==> config.mk <==
export PLATFORM = sky130hd
export DESIGN_NAME = mem_access_scheduler
export DESIGN_NICKNAME = d
export VERILOG_FILES = /design/src/rtl/mem_sched_pkg.sv /design/src/rtl/rr_pick4.sv /design/src/rtl/mem_access_scheduler.sv
export SDC_FILE = /design/constraint.sdc
export NUM_CORES = 1
export LEC_CHECK = 0
export BUFFER_PORTS_ARGS = -buffer_cell sky130_fd_sc_hd__buf_2
export CAP_MARGIN = 10
export CELL_PAD_IN_SITES_DETAIL_PLACEMENT = 0
export CELL_PAD_IN_SITES_GLOBAL_PLACEMENT = 1
export CORE_ASPECT_RATIO = 0.6
export CORE_MARGIN = 2
export CORE_UTILIZATION = 32
export DETAILED_ROUTE_END_ITERATION = 10
export PLACE_DENSITY_LB_ADDON = 0.1
export SLEW_MARGIN = 25
export SYNTH_ARGS = -nofsm -noshare
export SYNTH_HDL_FRONTEND = slang
export SYNTH_SLANG_ARGS = --single-unit
==> constraint.sdc <==
create_clock -name clk -period 2.2 [get_ports clk]
set_clock_uncertainty 0.2 [all_clocks]
set_input_delay 0.22 -clock clk [delete_from_list [all_inputs] [get_ports clk]]
set_output_delay 0.22 -clock clk [all_outputs]
set_load 0.02 [all_outputs]
==> src/rtl/mem_sched_pkg.sv <==
// Shared constants, FSM encodings and helpers
// for the four-core memory access scheduler.
package mem_sched_pkg;

    localparam int NCORE = 4;

    localparam logic [3:0] NOC_MIN = 4'd1;
    localparam logic [3:0] NOC_MAX = 4'd4;

    typedef enum logic [1:0] {
        S_IDLE   = 2'd0,
        S_ACCESS = 2'd1,
        S_WAIT   = 2'd2
    } state_t;

    // Clamp noc to 1..4 and return the mask of cores allowed to arbitrate.
    function automatic logic [3:0] elig_mask(input logic [3:0] noc);
        logic [3:0] eff;
        logic [3:0] m;
        if (noc < NOC_MIN)
            eff = NOC_MIN;
        else if (noc > NOC_MAX)
            eff = NOC_MAX;
        else
            eff = noc;
        m = '0;
        for (int i = 0; i < NCORE; i++)
            m[i] = (4'(i) < eff);
        return m;
    endfunction

endpackage

==> src/rtl/rr_pick4.sv <==
// Four-way round-robin picker: first requester
// strictly after last, wrapping; last itself is lowest priority.
module rr_pick4
    import mem_sched_pkg::*;
(
    input  logic [3:0] req,
    input  logic [1:0] last,
    output logic [1:0] grant,
    output logic       valid
);

    // Scan from farthest to nearest so the nearest requester wins.
    always_comb begin
        logic [1:0] idx;
        grant = last;
        valid = 1'b0;
        idx   = last;
        for (int k = NCORE; k >= 1; k--) begin
            idx = last + 2'(k);
            if (req[idx]) begin
                grant = idx;
                valid = 1'b1;
            end
        end
    end

endmodule

==> src/rtl/mem_access_scheduler.sv <==
// Round-robin scheduler sharing one single-port memory
// among up to four cores; all outputs registered.
module mem_access_scheduler
    import mem_sched_pkg::*;
#(
    parameter int DATA_W  = 8,
    parameter int ADDR_W  = 16,
    parameter int MEM_LAT = 1
) (
    input  logic                clk,
    input  logic                rst,
    input  logic [3:0]          noc,
    input  logic [3:0]          core_req,
    input  logic [3:0]          core_we,
    input  logic [4*ADDR_W-1:0] core_addr,
    input  logic [4*DATA_W-1:0] core_wdata,
    input  logic [DATA_W-1:0]   mem_rdata,
    output logic                mem_en,
    output logic                mem_we,
    output logic [ADDR_W-1:0]   mem_addr,
    output logic [DATA_W-1:0]   mem_wdata,
    output logic [3:0]          core_ack,
    output logic [DATA_W-1:0]   rd_data,
    output logic                busy
);

    localparam logic [2:0] LAT = 3'(MEM_LAT);

    state_t             state, state_n;
    logic [2:0]         cnt, cnt_n;
    logic [1:0]         gnt, gnt_n;
    logic [1:0]         last_grant, last_n;
    logic               en_n, we_n, busy_n;
    logic [ADDR_W-1:0]  addr_n;
    logic [DATA_W-1:0]  wd_n, rd_n;
    logic [3:0]         ack_n;
    logic [3:0]         elig;
    logic [1:0]         pick;
    logic               pick_ok;

    // The core just acknowledged is masked so a held req is not re-granted.
    always_comb begin
        elig = core_req & elig_mask(noc) & ~core_ack;
    end

    rr_pick4 u_pick (
        .req   (elig),
        .last  (last_grant),
        .grant (pick),
        .valid (pick_ok)
    );

    // Next-state and next-output logic; registers hold unless updated.
    always_comb begin
        state_n = state;
        cnt_n   = cnt;
        gnt_n   = gnt;
        last_n  = last_grant;
        en_n    = 1'b0;
        we_n    = mem_we;
        addr_n  = mem_addr;
        wd_n    = mem_wdata;
        ack_n   = 4'b0000;
        rd_n    = rd_data;
        unique case (state)
            S_IDLE: begin
                if (pick_ok) begin
                    state_n = S_ACCESS;
                    gnt_n   = pick;
                    last_n  = pick;
                    en_n    = 1'b1;
                    we_n    = core_we[pick];
                    addr_n  = core_addr[pick*ADDR_W +: ADDR_W];
                    wd_n    = core_wdata[pick*DATA_W +: DATA_W];
                end
            end
            S_ACCESS: begin
                if (LAT == 3'd1) begin
                    state_n = S_IDLE;
                    ack_n   = 4'b0001 << gnt;
                    if (!mem_we)
                        rd_n = mem_rdata;
                end else begin
                    state_n = S_WAIT;
                    cnt_n   = 3'd2;
                end
            end
            S_WAIT: begin
                if (cnt == LAT) begin
                    state_n = S_IDLE;
                    ack_n   = 4'b0001 << gnt;
                    if (!mem_we)
                        rd_n = mem_rdata;
                end else begin
                    cnt_n = cnt + 3'd1;
                end
            end
            default: begin
                state_n = S_IDLE;
            end
        endcase
        busy_n = (state_n != S_IDLE);
    end

    // State and output registers; reset aborts any transaction.
    always_ff @(posedge clk) begin
        if (rst) begin
            state      <= S_IDLE;
            cnt        <= 3'd0;
            gnt        <= 2'd0;
            last_grant <= 2'd3;
            mem_en     <= 1'b0;
            mem_we     <= 1'b0;
            mem_addr   <= '0;
            mem_wdata  <= '0;
            core_ack   <= 4'b0000;
            rd_data    <= '0;
            busy       <= 1'b0;
        end else begin
            state      <= state_n;
            cnt        <= cnt_n;
            gnt        <= gnt_n;
            last_grant <= last_n;
            mem_en     <= en_n;
            mem_we     <= we_n;
            mem_addr   <= addr_n;
            mem_wdata  <= wd_n;
            core_ack   <= ack_n;
            rd_data    <= rd_n;
            busy       <= busy_n;
        end
    end

endmodule

==> out/results.ini, run 1 <==
[status]
status = finished, final reports clean

[setup_path]
startpoint_type = flip-flop
path_buf_inv = 3
crit_top_cell = inv_1
crit_slowest_cell = or4b_1
reg2reg_from = state[0]
cp.required_ns = 2.20
crit_fanout = 9
crit_path_start = state[0]
worstSetupPathType = flip-flop to flip-flop
critical_path.top_delay_family = simple AND/OR/NAND/NOR gates
path_cells = inv_1, ha_1, inv_1, a211oi_2, or4b_1, buf_4, o221ai_1
cpPeakStageDelay_ns = 0.50
critPathArrivalTime_ns = 2.09
end_kind = flip-flop

[clock_tree]
cts_setup_buffers = 0
clock_path_buffers = 2
cts_tree = built
clock_latency_ns = 0.28
cts_root_buf = clkbuf_16
cts-htree-levels = 2
cts_made_buffers = 5
path_clk_slew_ns = 0.07
cts_sinks = 48

[logic_synthesis]
synth-main-ff-cell = dfxtp_1
syn-cell-area_mm2 = 0.002703
syn_area_per_cell_um2 = 10.56
synth-seq-cells = 48
ys_seq_area_frac = 0.3556
synth_area_leaders = dfxtp_1, mux2i_1, o221ai_2
synth_common_cells = mux2i_1, dfxtp_1, nand3b_1
yosysWarnings = 0
yosysMostFrequentCell = mux2i_1
netlist.top_cell.by_area = dfxtp_1
synth_edf_count = 0
ys_types = 43
synthesis.nets = 379
synthArstFlopShare = 0
syn_inst = 256
synth_top_area_share = 0.3556

[power]
power_density_mw_per_mm2 = 733.9
switchingPower_w = 0.0009261
p_leak_nw = 1.937
totalPowerFinal_w = 0.002920
comb_power_share = 0.348
clockPowerShare = 0.293
switching_share = 0.3172
pwr-share-seq = 0.359
p_int_w = 0.001994
peakVddDrop_v = 0.0003413

[floorplan]
io_pins = 157
die_y_um = 75.19
core_area_mm2 = 0.008039
num_rows = 25
die_w_um = 122.6
start_util = 0.3362
dieArea_mm2 = 0.009221

[sta]
finalSetupViolations = 0
min_period_over_period = 0.9472
hold_viol_final = 0
worstMarginPinSlew_ns = 0.5881
max_slew_margin = 0.6075
max_freq_ghz = 0.4799
min_period_ns = 2.084
rsz0062_at_grt = false
drv_slew = 0

[grt]
grt_pass1_vias = 2341
antenna_found_initial = 0
grt_util_all_layers = 0.1664
grt_overflow_total = 0
grt_pass1_wl_um = 11810
grt_max_degree = 44

[job]
drv_cap = 0

[worst_hold_path]
hp-class = input pin to flip-flop
worstHoldStart = core_we[1]

[place]
place_congestion = 0.7700
hpwl_um = 5895
io_buffers = 156

[drt]
routed_wl_um = 7793
dr.pass1.iters = 4
drt_iter0_drc = 115
drtAntennaViolNets = 0
drc = 0
avgViaCountPerCell = 4.712
wire_per_inst_um = 14.65
num_vias = 2507

[cells_and_area]
fin_util = 0.4949
layout.nets = 546
final_layout_size_suffix_gt1_frac = 0.5094
antenna_cells = 0
area_growth_pct = 47.22
fillCellCount = 760

timing repair:
action | 4_1_cts | 5_1_grt
endpoints found under the hold margin | 8 | 0
hold buffers | 8 | 0
resized for setup | 0 | 4
endpoints found under the setup margin | 0 | 12
per-stage QoR:
stage | area, um2 | hold WS (ns) | setup TNS (ns) | std cells | setup slack [ns]
floorplan | 2703 | 0.1675 | 0 | 256 | 0.1084
global placement | 3714 | 0.2528 | 0 | 516 | 0.001118
detailed placement | 3714 | 0.2631 | -0.001806 | 516 | -0.001806
CTS | 3961 | 0.04871 | 0 | 532 | 0.02536
finish | 3979 | 0.05113 | 0 | 532 | 0.1161
global route | 3979 | 0.05815 | 0 | 532 | 0.01543
kinds of logic after synthesis:
family / Yosys count / share of synthesized area
XOR/XNOR: 1 / 0.003241
adder cells (fa/ha/maj): 5 / 0.02315
flip-flops: 48 / 0.3556
AND/OR/NAND/NOR: 70 / 0.1639
AO/OA/AOI/OAI: 49 / 0.1944
buffers and inverters: 25 / 0.04491
multiplexers: 58 / 0.2148
worst paths after layout:
path / to / slack (ns) / cells after the start
max: mem_we / 0.12 / 7
min: mem_we / 0.05 / 3
max reg2reg: mem_we / 0.12 / 7
min reg2reg: core_ack[1] / 0.28 / 2
tightest hold or removal path: stages:
cell and delay [ns]:
buf_2 0.08, mux2i_1 0.06, o221ai_1 0.13
routing by layer:
metal	global-route usage	up-vias	share of wire
li1	-	1302	-
met1	0.2394	1096	0.50
met2	0.2469	105	0.41
met3	0.04773	4	0.083
met4	0.03704	0	0.0062
met5	0	-	0
power by group through the flow:
| stage | sequential, W | combinational [W] | clock [W] |
|---|---|---|---|
| finish | 0.00105 | 0.00102 | 0.000855 |
| global route | 0.00106 | 0.00111 | 0.000936 |
| CTS | 0.00105 | 0.00103 | 0.000886 |
| detailed placement | 0.00106 | 0.00101 | 0 |
| global placement | 0.00107 | 0.00100 | 0 |
| floorplan | 0.00118 | 0.000528 | 0 |
registers in the layout, summed over array words and instances (netlist names):
register	flops
mem_addr	16
core_ack	4
last_grant	2
mem_we	1
rd_data	8
cnt	3
gnt	2
state	2
mem_en	1
busy	1
mem_wdata	8
area by class of cell:
class,instances,area [um2],share of cell area
Multi-Input combinational cell,183,1649,0.4145
Timing Repair Buffer,180,1047,0.2632
Sequential cell,48,960.9,0.2415
Tap cell,108,135.1,0.03396
Clock buffer,5,125.1,0.03145
Clock inverter,3,42.54,0.01069
Inverter,5,18.77,0.004717
cell usage in the layout (no fill, tap or decap), drive strengths merged, types with 6 or more instances in the layout:
cell type	Yosys	final
buf	11	172
mux2i	58	58
dfxtp	48	48
nand3b	26	26
o221ai	25	25
nor2	12	12
dlygate4sd3	0	8
a21oi	8	8
nor2b	6	6
nand2	6	6
Power figures use the tool's default switching activity.
==> run 2, diff against run 1 <==
--- a/config.mk
+++ b/config.mk
@@ -11,8 +11,9 @@
 export CELL_PAD_IN_SITES_GLOBAL_PLACEMENT = 1
 export CORE_ASPECT_RATIO = 0.6
 export CORE_MARGIN = 2
-export CORE_UTILIZATION = 32
+export CORE_UTILIZATION = 34
 export DETAILED_ROUTE_END_ITERATION = 10
+export HOLD_SLACK_MARGIN = 0.12
 export PLACE_DENSITY_LB_ADDON = 0.1
 export SLEW_MARGIN = 25
 export SYNTH_ARGS = -nofsm -noshare
==> constraint.sdc (replaced) <==
create_clock -name clk -period 2.59 [get_ports clk]
set_clock_uncertainty 0.2 [all_clocks]
set_input_delay 0.259 -clock clk [delete_from_list [all_inputs] [get_ports clk]]
set_output_delay 0.259 -clock clk [all_outputs]
set_load 0.02 [all_outputs]
==> run 2 against run 1 <==
Net effect: clock power fell by 23%; total power is 13% lower; sequential power down 15%; design area increased by 21%; setup slack better by 0.048 ns; largest power group is now combinational logic; highest routed layer unchanged.
==> out/results.ini, run 2 (same netlist as run 1, synthesis figures left out) <==
[status]
status = finished, final reports clean

[sta]
drv_slew = 0
hold_slack_ns = 0.1232
max_freq_ghz = 0.4122
min_period_over_period = 0.9367
min_period_ns = 2.426
tns_ns = 0
hold_viol_final = 0
worstMarginPinSlew_ns = 0.7925
finalSetupViolations = 0
max_slew_margin = 0.4694
rsz0062_at_grt = false

[drt]
dr.pass1.iters = 4
avgViaCountPerCell = 4.754
num_vias = 2933
drc = 0
routed_wl_um = 9492
drtAntennaViolNets = 0
wire_per_inst_um = 15.38
drt_iter0_drc = 125

[setup_path]
path_cells = and2b_1, a22o_1, a22o_4, buf_12, mux2i_1, dlygate4sd3_1, o221ai_1
cp.required_ns = 2.55
path_buf_inv = 2
worstSetupPathType = flip-flop to flip-flop
startpoint_type = flip-flop
end_kind = flip-flop
crit_fanout = 12
cpPeakStageDelay_ns = 0.57
crit_slowest_cell = dlygate4sd3_1
critPathArrivalTime_ns = 2.39
critical_path.top_delay_family = buffers and inverters

[job]
drv_cap = 0

[grt]
grt_pass1_vias = 2941
grt_max_degree = 48
grt_pass1_wl_um = 13800
antenna_found_initial = 0
grt_overflow_total = 0
grt_util_all_layers = 0.2005

[cells_and_area]
top_regs = mem_addr: 16 flops, mem_wdata: 8 flops, rd_data: 8 flops
layout.nets = 631
mostFrequentLayoutCells = buf_2, dlygate4sd3_1, mux2i_1
final_layout_size_suffix_gt1_frac = 0.4047
final_common_cell = buf_2
area_growth_pct = 78.75
antenna_cells = 0
largest_reg_flops = 16
top_register = mem_addr

[power]
power_density_mw_per_mm2 = 527.1
p_leak_nw = 2.277
peakVddDrop_v = 0.0002792
comb_power_share = 0.392
pwr-share-seq = 0.349
switching_share = 0.3333
totalPowerFinal_w = 0.002546
switchingPower_w = 0.0008487
clockPowerShare = 0.259
p_int_w = 0.001698

[worst_hold_path]
hp-class = input pin to flip-flop

[floorplan]
io_pins = 157
die_w_um = 119.1
num_rows = 25
core_area_mm2 = 0.007789
die_y_um = 73.06
start_util = 0.3470
dieArea_mm2 = 0.008701

[place]
place_congestion = 0.7662
hpwl_um = 5561
io_buffers = 156

[clock_tree]
cts_setup_buffers = 0
clock_path_buffers = 2
cts-htree-levels = 2
cts_made_buffers = 5
cts_root_buf = clkbuf_16
clock_latency_ns = 0.28
cts_tree = built
path_clk_slew_ns = 0.07
cts_sinks = 48

==> run 2: cell types whose count changed in the layout (fill, tap and decap cells not counted), moves of 2 or more <==
| cell | delta |
|---|---|
| buf_4 | -7 |
| dlygate4sd3_1 | +93 |
| clkbuf_16 | +2 |
| buf_12 | -2 |
==> run 2: layer usage <==
metal,vias to the layer above,GRT usage,wire length [um]
met2,106,0.3544,4476
met5,-,0,0
li1,1469,-,-
met4,0,0.03968,99
met3,8,0.05859,601
met1,1350,0.2468,4314
==> run 2: cell type report <==
type	count	area (um2)
inverter	5	18.77
multi-input combinational	183	1643
timing repair buffer	265	1924
sequential	48	960.9
clock inverter	3	23.77
fill	645	2958
clock buffer	5	125.1
tap	108	135.1
==> run 2: path summary, 6_finish.rpt <==
kind	slack [ns]	end	cells past startpoint	from
max	0.16	mem_wdata[3]	7	core_ack[1]
min	0.12	mem_wdata[2]	3	core_wdata[10]
max reg2reg	0.16	mem_wdata[3]	7	core_ack[1]
min reg2reg	0.29	core_ack[1]	2	gnt[0]
==> run 2: power by group through the flow <==
stage          Sequential [W]  Clock, W  Combinational (W)
2_1_floorplan        0.000999         0           0.000449
3_3_place_gp         0.000901         0           0.000813
3_5_place_dp         0.000901         0           0.000818
4_1_cts              0.000887  0.000675           0.000946
5_1_grt              0.000900  0.000703            0.00107
6_report             0.000888  0.000660           0.000998
==> run 2: worst register-to-register path, cell delays in order, from the launching register on <==
cell and delay, ns:
dfxtp_1 0.33, and2b_1 0.24, a22o_1 0.23, a22o_4 0.29, buf_12 0.18, mux2i_1 0.16
dlygate4sd3_1 0.57, o221ai_1 0.11
==> run 2: metrics by stage <==
step | util | instances | setup slack (ns) | cell area, um2
after floorplan | - | 256 | 0.4984 | 2703
after global placement | 0.4639 | 506 | 0.3157 | 3613
after detailed placement | 0.4639 | 506 | 0.3146 | 3613
after CTS | 0.6129 | 615 | 0.03176 | 4773
after global routing | 0.6202 | 617 | 0.03674 | 4831
final | 0.6202 | 617 | 0.1639 | 4831
==> run 2: timing repair <==
item / 4_1_cts / 5_1_grt
endpoints found under the setup margin: 0 / 2
hold buffers: 101 / 0
gates resized for setup: 0 / 1
hold endpoints to repair: 33 / 0
==> run 3, diff against run 2 <==
==> constraint.sdc (replaced) <==
create_clock -name clk -period 2.59 [get_ports clk]
set_clock_uncertainty 0.2 [all_clocks]
set_input_delay 0.259 -clock clk [delete_from_list [all_inputs] [get_ports clk]]
set_output_delay 0.259 -clock clk [all_outputs]
set_load 0.1 [all_outputs]
==> run 3 against run 2 <==
Net effect: cell count shrank 4.5%; die area is the same; critical path type unchanged; highest routed layer unchanged; clock power shrank 2%.
==> out/results.ini, run 3 (same netlist as run 1, synthesis figures left out) <==
[floorplan]
die_w_um = 119.1
dieArea_mm2 = 0.008701
num_rows = 25
core_area_mm2 = 0.007789
die_y_um = 73.06
io_pins = 157
start_util = 0.3470

[cells_and_area]
fin_util = 0.5796
final_layout_size_suffix_gt1_frac = 0.4345
final_common_cell = buf_2
area_growth_pct = 67.04
top_register = mem_addr
largest_reg_flops = 16
mostFrequentLayoutCells = buf_2, dlygate4sd3_1, mux2i_1
top_regs = mem_addr: 16 flops, mem_wdata: 8 flops, rd_data: 8 flops
layout.nets = 603
antenna_cells = 0

[setup_path]
end_kind = flip-flop
critPathArrivalTime_ns = 2.34
reg2reg_from = core_ack[3]
worstSetupEndpoint = mem_addr[10]
r2r_cells = 7
startpoint_type = flip-flop
cp.required_ns = 2.54
crit_fanout = 13
worstSetupPathType = flip-flop to flip-flop
crit_path_start = core_ack[3]
r2r_end = mem_addr[10]
r2r_slack_ns = 0.20

[sta]
rsz0062_at_grt = false
worst_slack_ns = 0.1992
min_period_ns = 2.391
worstMarginPinSlew_ns = 0.8434
max_freq_ghz = 0.4183
drv_slew = 0
hold_viol_final = 0
tns_ns = 0
min_period_over_period = 0.9231
finalSetupViolations = 0
max_slew_margin = 0.4353

[place]
place_congestion = 0.7768
io_buffers = 156
hpwl_um = 5885
post-place-ws_ns = 0.2575

[clock_tree]
clock_path_buffers = 2
clock_latency_ns = 0.28
cts-htree-levels = 2
post_cts_resized = 0
cts_root_buf = clkbuf_16
cts_made_buffers = 5
path_clk_slew_ns = 0.06
cts_sinks = 48
cts_tree = built

[grt]
grt_pass1_vias = 2652
grt_pass1_wl_um = 13060
grt_max_degree = 52
grt_use_met1 = 0.2521
antenna_found_initial = 0
busiest_layer = met2
grt_overflow_total = 0
grt_use_met2 = 0.3091
grt_use_met3 = 0.05391
grt_util_all_layers = 0.1894

[drt]
drtAntennaViolNets = 0
routed_wl_um = 8910
num_vias = 2825
drt_iter0_drc = 61
drc = 0
avgViaCountPerCell = 4.796
dr.pass1.iters = 7
wire_per_inst_um = 15.13

[power]
peakVddDrop_v = 0.0004486
power_density_mw_per_mm2 = 668.8
p_leak_nw = 2.154

[status]
status = finished, final reports clean

[worst_hold_path]
hp-class = input pin to flip-flop
min_path_cells = 3

[job]
drv_cap = 0

==> run 3: changes by cell type in the layout (fill, tap and decap cells not counted) <==
cell,before,now
a22o_2,0,1
a22o_4,1,0
buf_12,3,1
buf_4,3,7
clkbuf_1,0,2
clkbuf_8,0,1
clkinv_4,1,0
clkinvlp_4,2,0
dfxtp_1,48,45
dfxtp_2,0,3
dlygate4sd3_1,101,71
==> run 3: metal layers <==
metal	vias up	share of wire
met3	2	0.075
met2	109	0.46
met5	-	0
met4	0	0.0034
met1	1296	0.47
li1	1418	-
==> run 3: worst min-delay path by stage <==
stage,start,to
6_report,core_wdata[22],mem_wdata[6]
5_1_grt,core_wdata[30],mem_wdata[6]
3_3_place_gp,gnt[0],core_ack[1]
3_5_place_dp,gnt[0],core_ack[1]
4_1_cts,core_addr[24],mem_addr[8]
2_1_floorplan,mem_rdata[0],rd_data[0]
==> run 3: power by group <==
| group | total [W] | internal, W | switching (W) |
|---|---|---|---|
| clock network | 0.000649 | 0.000386 | 0.000263 |
| registers | 0.000892 | 0.000833 | 0.0000597 |
| logic | 0.00148 | 0.000489 | 0.000989 |
==> run 3: stage by stage <==
stage	total power [W]	hold WS, ns	cell area (um2)	instances
finish	0.003019	0.1106	4514	589
CTS	0.002985	0.1200	4457	586
detailed placement	0.002222	0.2770	3600	507
floorplan	0.001943	0.2065	2706	256
global placement	0.002217	0.2647	3600	507
global route	0.003155	0.1224	4514	589
==> run 3: cell type report <==
cell class / count / area [um2]
Fill cell: 688 / 3274
Multi-Input combinational cell: 183 / 1635
Timing Repair Buffer: 237 / 1614
Sequential cell: 48 / 964.7
Clock buffer: 8 / 146.4
Tap cell: 108 / 135.1
Inverter: 5 / 18.77
==> run 3: critical path: stages (launching register included) <==
cell           delay (ns)
dfxtp_2              0.33
and2b_2              0.24
a31oi_1              0.19
a22o_2               0.21
buf_12               0.18
mux2i_1              0.21
dlygate4sd3_1        0.60
o221ai_2             0.09
==> run 3: timing repair <==
item / CTS / global route
setup endpoints to repair: 0 / 8
setup buffers: 0 / 1
hold buffers: 71 / 0
hold endpoints to repair: 29 / 0
